[src/rtl/motor_cmd_spi_rx_pkg.sv]
// Shared types and constants for the motor command SPI receiver.
package motor_cmd_pkg;

    localparam int unsigned FRAME_BITS    = 16;
    localparam logic [7:0]  STATUS_MARKER = 8'hA5;

    typedef struct packed {
        logic       sign;
        logic [6:0] count;
    } motor_cmd_t;

    typedef enum logic [1:0] {
        IDLE,
        SHIFT,
        COMMIT,
        ABORT
    } rx_state_t;

    // Splits one frame byte into sign/count and clamps the count to full scale.
    function automatic motor_cmd_t decode_cmd(input logic [7:0] raw, input logic [6:0] max_count);
        motor_cmd_t c;
        c.sign  = raw[7];
        c.count = (raw[6:0] > max_count) ? max_count : raw[6:0];
        return c;
    endfunction

endpackage

[src/rtl/motor_cmd_spi_rx_if.sv]
// SPI pins plus committed command outputs of motor_cmd_spi_rx.
// wdog_trip exists only when CMD_WATCHDOG_EN is defined.
interface motor_cmd_spi_rx_if;

    logic       sclk;
    logic       cs_n;
    logic       mosi;
    logic       miso;
    logic       motor1_sign;
    logic [6:0] motor1_count;
    logic       motor2_sign;
    logic [6:0] motor2_count;
    logic       cmd_valid;
    logic       frame_err;
    logic [7:0] err_count;
`ifdef CMD_WATCHDOG_EN
    logic       wdog_trip;
`endif

    modport slave (
        input  sclk, cs_n, mosi,
        output miso, motor1_sign, motor1_count, motor2_sign, motor2_count,
        output cmd_valid, frame_err, err_count
`ifdef CMD_WATCHDOG_EN
        , output wdog_trip
`endif
    );

    modport master (
        output sclk, cs_n, mosi,
        input  miso, motor1_sign, motor1_count, motor2_sign, motor2_count,
        input  cmd_valid, frame_err, err_count
`ifdef CMD_WATCHDOG_EN
        , input wdog_trip
`endif
    );

endinterface

[src/rtl/motor_cmd_spi_rx_sync.sv]
// Multi-flop synchronizer with rise/fall detection on the synchronized level.
module spi_sync_edge #(
    parameter int unsigned STAGES    = 2,
    parameter logic        RESET_VAL = 1'b0
) (
    input  logic clk,
    input  logic reset,
    input  logic i_async,
    output logic o_sync,
    output logic o_rise,
    output logic o_fall
);

    logic [STAGES-1:0] r_sync;
    logic              r_prev;

    always_ff @(posedge clk or posedge reset) begin
        if (reset) begin
            r_sync <= {STAGES{RESET_VAL}};
            r_prev <= RESET_VAL;
        end else begin
            r_sync <= {r_sync[STAGES-2:0], i_async};
            r_prev <= r_sync[STAGES-1];
        end
    end

    assign o_sync = r_sync[STAGES-1];
    assign o_rise = r_sync[STAGES-1] & ~r_prev;
    assign o_fall = ~r_sync[STAGES-1] & r_prev;

endmodule

[src/rtl/motor_cmd_spi_rx.sv]
// SPI mode-0 slave receiving 16-bit motor commands; commits both motors atomically.
// Optional command watchdog enabled by defining CMD_WATCHDOG_EN.
module motor_cmd_spi_rx
    import motor_cmd_pkg::*;
#(
    parameter logic [6:0]  MAX_COUNT   = 7'd100,
    parameter int unsigned SYNC_STAGES = 2,
    parameter logic [23:0] WDOG_CYCLES = 24'd600000
) (
    input  logic              clk,
    input  logic              reset,
    motor_cmd_spi_rx_if.slave bus
);

    if (SYNC_STAGES < 2 || SYNC_STAGES > 3 || WDOG_CYCLES == '0) begin : g_param_check
        $error("motor_cmd_spi_rx: SYNC_STAGES must be 2..3 and WDOG_CYCLES nonzero");
    end

    logic                   w_sclk_rise;
    logic                   w_sclk_fall;
    logic                   w_unused_sclk_sync;
    logic                   w_cs_sync;
    logic                   w_cs_rise;
    logic                   w_cs_fall;
    logic                   w_mosi;
    logic [SYNC_STAGES-1:0] r_mosi_sync;

    spi_sync_edge #(.STAGES(SYNC_STAGES), .RESET_VAL(1'b0)) u_sclk_sync (
        .clk     (clk),
        .reset   (reset),
        .i_async (bus.sclk),
        .o_sync  (w_unused_sclk_sync),
        .o_rise  (w_sclk_rise),
        .o_fall  (w_sclk_fall)
    );

    spi_sync_edge #(.STAGES(SYNC_STAGES), .RESET_VAL(1'b1)) u_cs_sync (
        .clk     (clk),
        .reset   (reset),
        .i_async (bus.cs_n),
        .o_sync  (w_cs_sync),
        .o_rise  (w_cs_rise),
        .o_fall  (w_cs_fall)
    );

    always_ff @(posedge clk or posedge reset) begin
        if (reset) begin
            r_mosi_sync <= '0;
        end else begin
            r_mosi_sync <= {r_mosi_sync[SYNC_STAGES-2:0], bus.mosi};
        end
    end

    assign w_mosi = r_mosi_sync[SYNC_STAGES-1];

    rx_state_t   r_state;
    rx_state_t   w_state_next;
    logic [4:0]  r_bitcnt;
    logic [4:0]  w_bitcnt_next;
    logic        w_bit_take;
    logic [15:0] r_shift;

    // Bits past the over-length mark are dropped; the count then pins at 17.
    always_comb begin
        w_bit_take    = (r_state == SHIFT) && w_sclk_rise && (r_bitcnt != 5'(FRAME_BITS + 1));
        w_bitcnt_next = w_bit_take ? r_bitcnt + 5'd1 : r_bitcnt;
    end

    always_ff @(posedge clk or posedge reset) begin
        if (reset) begin
            r_state <= IDLE;
        end else begin
            r_state <= w_state_next;
        end
    end

    // The length check uses the post-capture count so a bit landing with cs_n rise still counts.
    always_comb begin
        w_state_next = r_state;
        case (r_state)
            IDLE:    if (w_cs_fall) w_state_next = SHIFT;
            SHIFT:   if (w_cs_rise) w_state_next = (w_bitcnt_next == 5'(FRAME_BITS)) ? COMMIT : ABORT;
            COMMIT:  w_state_next = IDLE;
            ABORT:   w_state_next = IDLE;
            default: w_state_next = IDLE;
        endcase
    end

    always_ff @(posedge clk or posedge reset) begin
        if (reset) begin
            r_bitcnt <= '0;
            r_shift  <= '0;
        end else if (r_state == IDLE && w_cs_fall) begin
            r_bitcnt <= '0;
            r_shift  <= '0;
        end else if (w_bit_take) begin
            r_bitcnt <= w_bitcnt_next;
            r_shift  <= {r_shift[14:0], w_mosi};
        end
    end

    motor_cmd_t r_m1;
    motor_cmd_t r_m2;
    logic       r_cmd_valid;
    logic       r_frame_err;
    logic [7:0] r_err_count;
`ifdef CMD_WATCHDOG_EN
    logic [23:0] r_wdog_cnt;
    logic        r_wdog_trip;
`endif

    always_ff @(posedge clk or posedge reset) begin
        if (reset) begin
            r_m1        <= '0;
            r_m2        <= '0;
            r_cmd_valid <= 1'b0;
            r_frame_err <= 1'b0;
            r_err_count <= '0;
`ifdef CMD_WATCHDOG_EN
            r_wdog_cnt  <= '0;
            r_wdog_trip <= 1'b0;
`endif
        end else begin
            r_cmd_valid <= 1'b0;
            r_frame_err <= 1'b0;
            if (r_state == COMMIT) begin
                r_m1        <= decode_cmd(r_shift[15:8], MAX_COUNT);
                r_m2        <= decode_cmd(r_shift[7:0], MAX_COUNT);
                r_cmd_valid <= 1'b1;
            end else if (r_state == ABORT) begin
                r_frame_err <= 1'b1;
                if (r_err_count != '1) begin
                    r_err_count <= r_err_count + 8'd1;
                end
            end
`ifdef CMD_WATCHDOG_EN
            // Counts forced to zero stay there until the next commit reloads them.
            if (r_state == COMMIT) begin
                r_wdog_cnt  <= '0;
                r_wdog_trip <= 1'b0;
            end else begin
                if (r_wdog_cnt != '1) begin
                    r_wdog_cnt <= r_wdog_cnt + 24'd1;
                end
                if (r_wdog_cnt == WDOG_CYCLES) begin
                    r_wdog_trip  <= 1'b1;
                    r_m1.count   <= '0;
                    r_m2.count   <= '0;
                end
            end
`endif
        end
    end

    logic [15:0] r_miso_sr;
    logic [4:0]  r_miso_left;

    always_ff @(posedge clk or posedge reset) begin
        if (reset) begin
            r_miso_sr   <= '0;
            r_miso_left <= '0;
        end else if (w_cs_fall) begin
            r_miso_sr   <= {STATUS_MARKER, r_err_count};
            r_miso_left <= 5'(FRAME_BITS);
        end else if (w_cs_rise) begin
            r_miso_left <= '0;
        end else if (w_sclk_fall && !w_cs_sync && r_miso_left != '0) begin
            r_miso_sr   <= {r_miso_sr[14:0], 1'b0};
            r_miso_left <= r_miso_left - 5'd1;
        end
    end

    assign bus.miso         = !w_cs_sync && (r_miso_left != '0) && r_miso_sr[15];
    assign bus.motor1_sign  = r_m1.sign;
    assign bus.motor1_count = r_m1.count;
    assign bus.motor2_sign  = r_m2.sign;
    assign bus.motor2_count = r_m2.count;
    assign bus.cmd_valid    = r_cmd_valid;
    assign bus.frame_err    = r_frame_err;
    assign bus.err_count    = r_err_count;
`ifdef CMD_WATCHDOG_EN
    assign bus.wdog_trip    = r_wdog_trip;
`endif

endmodule

[src/flat_wrapper.sv]
// flat-port wrapper written by rule: the top's interface ports become plain ports
module motor_cmd_spi_rx_flat import motor_cmd_pkg::*;
#(
    parameter logic [6:0]  MAX_COUNT   = 7'd100,
    parameter int unsigned SYNC_STAGES = 2,
    parameter logic [23:0] WDOG_CYCLES = 24'd600000
)
  (clk, reset, bus_sclk, bus_cs_n, bus_mosi, bus_miso, bus_motor1_sign, bus_motor1_count, bus_motor2_sign, bus_motor2_count, bus_cmd_valid, bus_frame_err, bus_err_count);
  motor_cmd_spi_rx_if bus_i ();
  input  logic clk;
  input  logic reset;
  input wire logic [$bits(bus_i.sclk)-1:0] bus_sclk;
  input wire logic [$bits(bus_i.cs_n)-1:0] bus_cs_n;
  input wire logic [$bits(bus_i.mosi)-1:0] bus_mosi;
  output wire logic [$bits(bus_i.miso)-1:0] bus_miso;
  output wire logic [$bits(bus_i.motor1_sign)-1:0] bus_motor1_sign;
  output wire logic [$bits(bus_i.motor1_count)-1:0] bus_motor1_count;
  output wire logic [$bits(bus_i.motor2_sign)-1:0] bus_motor2_sign;
  output wire logic [$bits(bus_i.motor2_count)-1:0] bus_motor2_count;
  output wire logic [$bits(bus_i.cmd_valid)-1:0] bus_cmd_valid;
  output wire logic [$bits(bus_i.frame_err)-1:0] bus_frame_err;
  output wire logic [$bits(bus_i.err_count)-1:0] bus_err_count;
  assign bus_i.sclk = bus_sclk;
  assign bus_i.cs_n = bus_cs_n;
  assign bus_i.mosi = bus_mosi;
  assign bus_miso = bus_i.miso;
  assign bus_motor1_sign = bus_i.motor1_sign;
  assign bus_motor1_count = bus_i.motor1_count;
  assign bus_motor2_sign = bus_i.motor2_sign;
  assign bus_motor2_count = bus_i.motor2_count;
  assign bus_cmd_valid = bus_i.cmd_valid;
  assign bus_frame_err = bus_i.frame_err;
  assign bus_err_count = bus_i.err_count;
  motor_cmd_spi_rx #(.MAX_COUNT(MAX_COUNT), .SYNC_STAGES(SYNC_STAGES), .WDOG_CYCLES(WDOG_CYCLES)) u_core (.clk(clk), .reset(reset), .bus(bus_i));
endmodule
[config.mk]
export PLATFORM = sky130hd
export DESIGN_NAME = motor_cmd_spi_rx_flat
export DESIGN_NICKNAME = d
export VERILOG_FILES = /design/src/rtl/motor_cmd_spi_rx_pkg.sv /design/src/rtl/motor_cmd_spi_rx_if.sv /design/src/rtl/motor_cmd_spi_rx_sync.sv /design/src/rtl/motor_cmd_spi_rx.sv /design/src/flat_wrapper.sv
export SDC_FILE = /design/constraint.sdc
export NUM_CORES = 1
export LEC_CHECK = 0
export BUFFER_PORTS_ARGS = -buffer_cell sky130_fd_sc_hd__buf_4
export CELL_PAD_IN_SITES_DETAIL_PLACEMENT = 1
export CELL_PAD_IN_SITES_GLOBAL_PLACEMENT = 1
export CORE_UTILIZATION = 25
export CTS_CLUSTER_DIAMETER = 150
export DETAILED_ROUTE_END_ITERATION = 10
export PLACE_DENSITY_LB_ADDON = 0.1
export SLEW_MARGIN = 25
export SYNTH_ARGS = -nofsm -noshare
export SYNTH_HDL_FRONTEND = slang
export SYNTH_SLANG_ARGS = --single-unit
[constraint.sdc]
create_clock -name clk -period 2.3 [get_ports clk]
set_clock_uncertainty 0.1 [all_clocks]
set_input_delay 0 -clock clk [delete_from_list [all_inputs] [get_ports clk]]
set_output_delay 0 -clock clk [all_outputs]
set_load 0.02 [all_outputs]
==> results of run 1 <==
path summary, 6_finish.rpt:
kind | endpoint | slack (ns)
setup / recovery | u_core.r_miso_sr[9] | 0.26
max in group asynchronous | u_core.u_cs_sync.r_sync[0] | 1.16
hold / removal | u_core.r_shift[11] | 0.20
hold reg to reg | u_core.r_mosi_sync[1] | 0.25
setup reg to reg | u_core.r_miso_sr[9] | 0.26
min in group clk | u_core.u_cs_sync.r_sync[0] | 0.20
worst register-to-register path: cells and delay by family, from the launching register on:
kind / cells / cell delay, ns
AO/OA/AOI/OAI: 2 / 0.57
adder cells (fa/ha/maj): 1 / 0.18
buffers and inverters: 1 / 0.04
flip-flops: 1 / 0.53
AND/OR/NAND/NOR: 1 / 0.50
flip-flops by register name, indices dropped and copies added, names as in the netlist, 2 cells and up:
| register | count |
|---|---|
| u_core.r_miso_left | 5 |
| u_core.bus.motor2_count | 7 |
| u_core.r_bitcnt | 5 |
| u_core.bus.err_count | 8 |
| u_core.r_miso_sr | 16 |
| u_core.r_state | 2 |
| u_core.r_shift | 16 |
| u_core.bus.motor1_count | 7 |
| u_core.u_sclk_sync.r_sync | 2 |
| u_core.r_mosi_sync | 2 |
| u_core.u_cs_sync.r_sync | 2 |
layout by cell type (no fill, tap or decap), types with 2 or more instances in the layout:
master / synthesis / routed
dfstp_2: 3 / 3
dfrtp_1: 75 / 75
nand3_1: 3 / 3
nand2_1: 64 / 64
o21bai_1: 2 / 2
nor2_1: 13 / 13
mux2_2: 2 / 2
a21oi_1: 7 / 7
o2111ai_1: 2 / 2
nand4_1: 5 / 5
nor3b_1: 3 / 3
o21ai_2: 2 / 2
a31oi_1: 2 / 2
dlygate4sd3_1: 0 / 4
o31ai_1: 3 / 3
clkinv_2: 0 / 4
nand2b_1: 3 / 3
o21ai_0: 20 / 20
mux2i_1: 7 / 7
ha_1: 6 / 6
clkbuf_16: 0 / 9
a22o_1: 13 / 13
o22a_1: 4 / 4
xnor2_1: 6 / 6
o21ai_1: 7 / 7
inv_1: 11 / 10
xor2_1: 5 / 5
and4_1: 2 / 2
nand3b_1: 2 / 2
buf_4: 2 / 41
where the power goes:
part           leakage, nW  switching [mW]  internal, mW  total, mW
logic                0.752           0.582         0.491       1.07
clock network        0.148           0.576         0.866       1.44
registers             1.02           0.315          1.68       2.00
metal layers:
layer | wire length [um] | vias up | share of wire, %
met5 | 0 | - | 0
li1 | - | 1171 | -
met4 | 153 | 0 | 2.0
met2 | 3440 | 22 | 44
met1 | 3920 | 1212 | 51
met3 | 229 | 12 | 3.0
cell type report:
cell class / count / area (um^2) / share of cell area, %
Sequential cell: 78 / 1960 / 46.6
Multi-Input combinational cell: 208 / 1310 / 31.1
Timing Repair Buffer: 46 / 368 / 8.76
Clock buffer: 10 / 239 / 5.69
Tap cell: 176 / 220 / 5.25
Clock inverter: 6 / 61.3 / 1.46
Inverter: 12 / 46.3 / 1.10
logic make-up (layout without fill, tap and decap cells):
kind of cell             count (synthesis)  after routing
AO/OA/AOI/OAI                           72             72
XOR/XNOR                                11             11
adder cells (fa/ha/maj)                  6              6
buffers and inverters                   28             74
flip-flops                              78             78
multiplexers                            10             10
AND/OR/NAND/NOR                        109            109
timing repair:
action	CTS	global route
endpoints found under the setup margin	0	12
endpoints found under the hold margin	40	0
gates resized for setup	0	1
hold buffers	4	0
buffers inserted	0	0
==> results_dict.tcl, run 1 <==
set metrics [dict create \
    grt_max_degree 42 \
    slowest_stage "dfstp_2" \
    synthCells 314 \
    yosysTopAreaCell "dfrtp_1" \
    vias 2417 \
    dp_slack_ns 0.106 \
    maxCapViolCount 0 \
    slew_headroom_pct 53.3 \
    cts_tree "built" \
    crit_path_max_incr_delay_ns 0.53 \
    cp.arrival_ns 2.17 \
    yosys.area_share.simple_pct 15.7 \
    drtAntennaViolNets 0 \
    dp.cells 516 \
    pin_count 32 \
    drc 0 \
    clk-insertion-delay-late_ns 0.34 \
    cts_inserted_buffers 9 \
    cts_root_buf "clkbuf_16" \
    synth_cell_types 57 \
    drive_gt1_share_pct 20.3 \
    post-route-min-period_ns 2.04 \
    max_slew.worst_pin.slew_ns 0.700 \
    synth_compound_area_share_pct 14.6 \
    timing.final.ws_setup_ns 0.256 \
    cts_max_level 3 \
    ys_top_cells_by_area "dfrtp_1, nand2_1, a22o_1" \
    use_met3_pct 3.38 \
    vias_per_cell 4.51 \
    drtIter0Drc 76 \
    place_congestion 0.716 \
    worst-path-stages 5 \
    clkSinkCount 78 \
    synthTopCellsByCount "dfrtp_1, nand2_1, o21ai_0, a22o_1, nor2_1" \
    hpwlAfterDp_mm 5.12 \
    routed_wl_mm 7.74 \
    async_reset_ff_share_pct 100 \
    holdCritPathClass "input pin to asynchronous set/reset pin" \
    antenna_found_initial 0 \
    fill_cells 1508 \
    die_h_um 119 \
    clk_pin_slew_worst_paths_ns 0.06 \
    synth_top_family_by_area "simple AND/OR/NAND/NOR gates" \
    die_area_um2 14100 \
    n_antenna_cell 0 \
    gr-usage-met2_pct 17.6 \
    slew_violations 0 \
    required_ns 2.43 \
    critPathBufInv 1 \
    synth_fa_ha_area_share_pct 2.21 \
    port_buffers 31 \
    whs_ns 0.201 \
    hold_viol 0 \
    ys_seq_area_share_pct 57.5 \
    synth_top_area_share_pct 55.2 \
    status "completed" \
    crit_type "register to register" \
    critPathLaunch "u_core.u_cs_sync.r_prev" \
    detail_route.wl_per_cell_um 14.4 \
    final_core_util_pct 31.7 \
    grt_pass1_wl_mm 13.4 \
    drt-pass1-iter-count 4 \
    synthMuxAreaShare_pct 3.05 \
    postPlaceCellArea_um2 3860 \
    total_power_mw 4.51 \
    critPathTopFamily "compound AO/OA/AOI/OAI gates" \
    rows 42 \
    synth.most_common_cell "dfrtp_1" \
    fin_setup_tns_ns 0 \
    layout.cells.non_filler 536 \
    r2r_start "u_core.u_cs_sync.r_prev" \
    syn_avg_cell_area_um2 10.8 \
    leakage_nw 1.92 \
    startpoint_type "register" \
    core_area_um2 13200 \
    grt_usage_pct 12.4 \
    ff2ff_path_depth 5 \
    grt_pass1_vias 2557 \
    syn_to_final_growth_pct 23.4 \
    end_kind "register" \
    netlist_area_um2 3400 \
    worstPathCellList "inv_1, ha_1, or4b_1, o21a_2, a22o_1" \
    synth_edf_count 0 \
    path_max_fanout 19 \
    synth_nets 325 \
    grt_overflow 0 \
    initial_utilization_pct 25.7 \
    fp.dieW_um 119 \
    power_density_nw_per_um2 1080 \
    final_area_um2 4200 \
    grt_util_met1_pct 17.1 \
    max_freq_mhz 489 \
    fin_nets 366 \
    rsz0062_at_grt "false" \
    grt.busiest_layer "met2" \
    finalCritPeriodShare_pct 88.9 \
    synthFlopType "dfrtp_1" \
    clk_path_buf_depth 2 \
    ir_worst_vdd_v 0.000536 \
    synth-xor-area-share_pct 2.83 \
    finalSetupViolCount 0 \
    ys_seq_elements 78 \
    yosysWarnings 0 \
]
No activity file was read; power rests on OpenSTA's default activity.
==> run 2, diff against run 1 <==
--- a/config.mk
+++ b/config.mk
@@ -8,6 +8,7 @@
 export BUFFER_PORTS_ARGS = -buffer_cell sky130_fd_sc_hd__buf_4
 export CELL_PAD_IN_SITES_DETAIL_PLACEMENT = 1
 export CELL_PAD_IN_SITES_GLOBAL_PLACEMENT = 1
+export CORE_MARGIN = 8
 export CORE_UTILIZATION = 25
 export CTS_CLUSTER_DIAMETER = 150
 export DETAILED_ROUTE_END_ITERATION = 10
@@ -16,3 +17,4 @@
 export SYNTH_ARGS = -nofsm -noshare
 export SYNTH_HDL_FRONTEND = slang
 export SYNTH_SLANG_ARGS = --single-unit
+export TNS_END_PERCENT = 50
==> run 2 against run 1 <==
Hold slack got worse by 0.027 ns. Register-to-register slack improved by 0.03 ns. Global-route usage decreased by 2.5 points. Count of clock-buffer cells in the layout decreased by 1. Sequential share of layout area decreased by 0.37 points. Sequential power about the same. Routed wire length increased by 1.7%. Setup slack improved by 0.030 ns. Largest power group unchanged.
==> results_dict.tcl, run 2 (synthesized netlist as in run 1, its figures left out) <==
set metrics [dict create \
    rows 42 \
    syn_to_final_growth_pct 24.4 \
    vias_per_cell 4.49 \
    slew_violations 0 \
    drc 0 \
    status "completed" \
    layout_common_cells "dfrtp_1, nand2_1, buf_4" \
    post-route-min-period_ns 2.01 \
    grt_overflow 0 \
    die_h_um 133 \
    vias 2394 \
    grt_usage_pct 9.82 \
    drive_gt1_share_pct 19.6 \
    rsz0062_at_grt "false" \
    max_slew.worst_pin.slew_ns 0.667 \
    crit_type "register to register" \
    startpoint_type "register" \
    fp.dieW_um 133 \
    pin_count 32 \
    drtIter0Drc 87 \
    detail_route.wl_per_cell_um 14.8 \
    leakage_nw 1.92 \
    routed_wl_mm 7.87 \
    clk-insertion-delay-late_ns 0.34 \
    place_congestion 0.670 \
    initial_utilization_pct 25.7 \
    maxCapViolCount 0 \
    grt_pass1_wl_mm 13.7 \
    clk_pin_slew_worst_paths_ns 0.06 \
    drtAntennaViolNets 0 \
    grt_max_degree 47 \
    cts_inserted_buffers 9 \
    whs_ns 0.174 \
    power_density_nw_per_um2 1110 \
    finalCritPeriodShare_pct 87.6 \
    hpwlAfterDp_mm 5.35 \
    cp.arrival_ns 2.14 \
    slew_headroom_pct 55.1 \
    postPlaceCellArea_um2 3850 \
    final_common_cell "dfrtp_1" \
    total_power_mw 4.70 \
    die_area_um2 17600 \
    antenna_found_initial 0 \
    finalSetupViolCount 0 \
    core_area_um2 13200 \
    grt_pass1_vias 2555 \
    end_kind "register" \
    fin_setup_tns_ns 0 \
    port_buffers 31 \
    cts_tree "built" \
    hold_viol 0 \
    ir_worst_vdd_v 0.000343 \
    final_area_um2 4230 \
    fin_nets 364 \
    cts_max_level 3 \
    n_antenna_cell 0 \
    drt-pass1-iter-count 4 \
    clkSinkCount 78 \
    required_ns 2.43 \
    cts_root_buf "clkbuf_16" \
    path_max_fanout 19 \
    holdCritPathClass "input pin to asynchronous set/reset pin" \
    max_freq_mhz 497 \
    clk_path_buf_depth 2 \
]
[run 2: cell types whose count changed in the layout (fill, tap and decap cells not counted), sizes merged]
| cell | change |
|---|---|
| bufinv | +2 |
| clkbuf | -1 |
| clkinv | -2 |
| buf | -2 |
[run 2: final timing paths]
path / from / to / slack (ns) / cells past startpoint
min reg2reg: u_core.u_sclk_sync.r_sync[0] / u_core.u_sclk_sync.r_sync[1] / 0.25 / 0
max reg2reg: u_core.u_cs_sync.r_prev / u_core.r_miso_sr[11] / 0.29 / 5
max: u_core.u_cs_sync.r_prev / u_core.r_miso_sr[11] / 0.29 / 5
min: reset / u_core.bus.motor1_count[4] / 0.17 / 3
min in group clk: bus_mosi / u_core.r_mosi_sync[0] / 0.21 / 2
max in group asynchronous: reset / u_core.u_cs_sync.r_sync[0] / 1.20 / 4
[run 2: repair_timing]
item	in CTS	in global routing
buffers inserted	0	0
hold buffers	4	0
endpoints found under the setup margin	0	5
resized for setup	0	1
endpoints found under the hold margin	35	0
[run 2: per-stage QoR]
step                instances  worst slack (ns)  utilization [%]
floorplan                 314             0.199                -
global placement          514             0.154             29.1
detailed placement        514             0.131             29.1
CTS                       533             0.128             31.9
global route              533            0.0433             32.0
finish                    533             0.286             32.0
[run 2: power breakdown]
| group | switching (mW) | internal, mW |
|---|---|---|
| Combinational | 0.579 | 0.493 |
| Clock | 0.579 | 1.05 |
| Sequential | 0.312 | 1.68 |
| Total | 1.47 | 3.23 |
[run 2: final cells by class]
cell class                      instances  area (um^2)
Fill cell                            1476         9010
Sequential cell                        78         1960
Multi-Input combinational cell        208         1310
Timing Repair Buffer                   44          365
Clock buffer                            9          225
Tap cell                              176          220
Clock inverter                          6          111
Inverter                               12         46.3
[run 2: routing by layer]
layer | up-vias | track usage [%] | part of all wire (%)
met2 | 25 | 13.8 | 44
met4 | 0 | 5.68 | 2.5
met3 | 14 | 2.46 | 2.9
met5 | - | 0 | 0
met1 | 1178 | 13.3 | 50
li1 | 1177 | - | -
[run 2: worst max-delay path, stage by stage (launching register included)]
cell	delay (ns)
dfstp_2	0.53
inv_1	0.04
ha_1	0.18
or4b_1	0.50
o21a_2	0.34
a22o_1	0.22
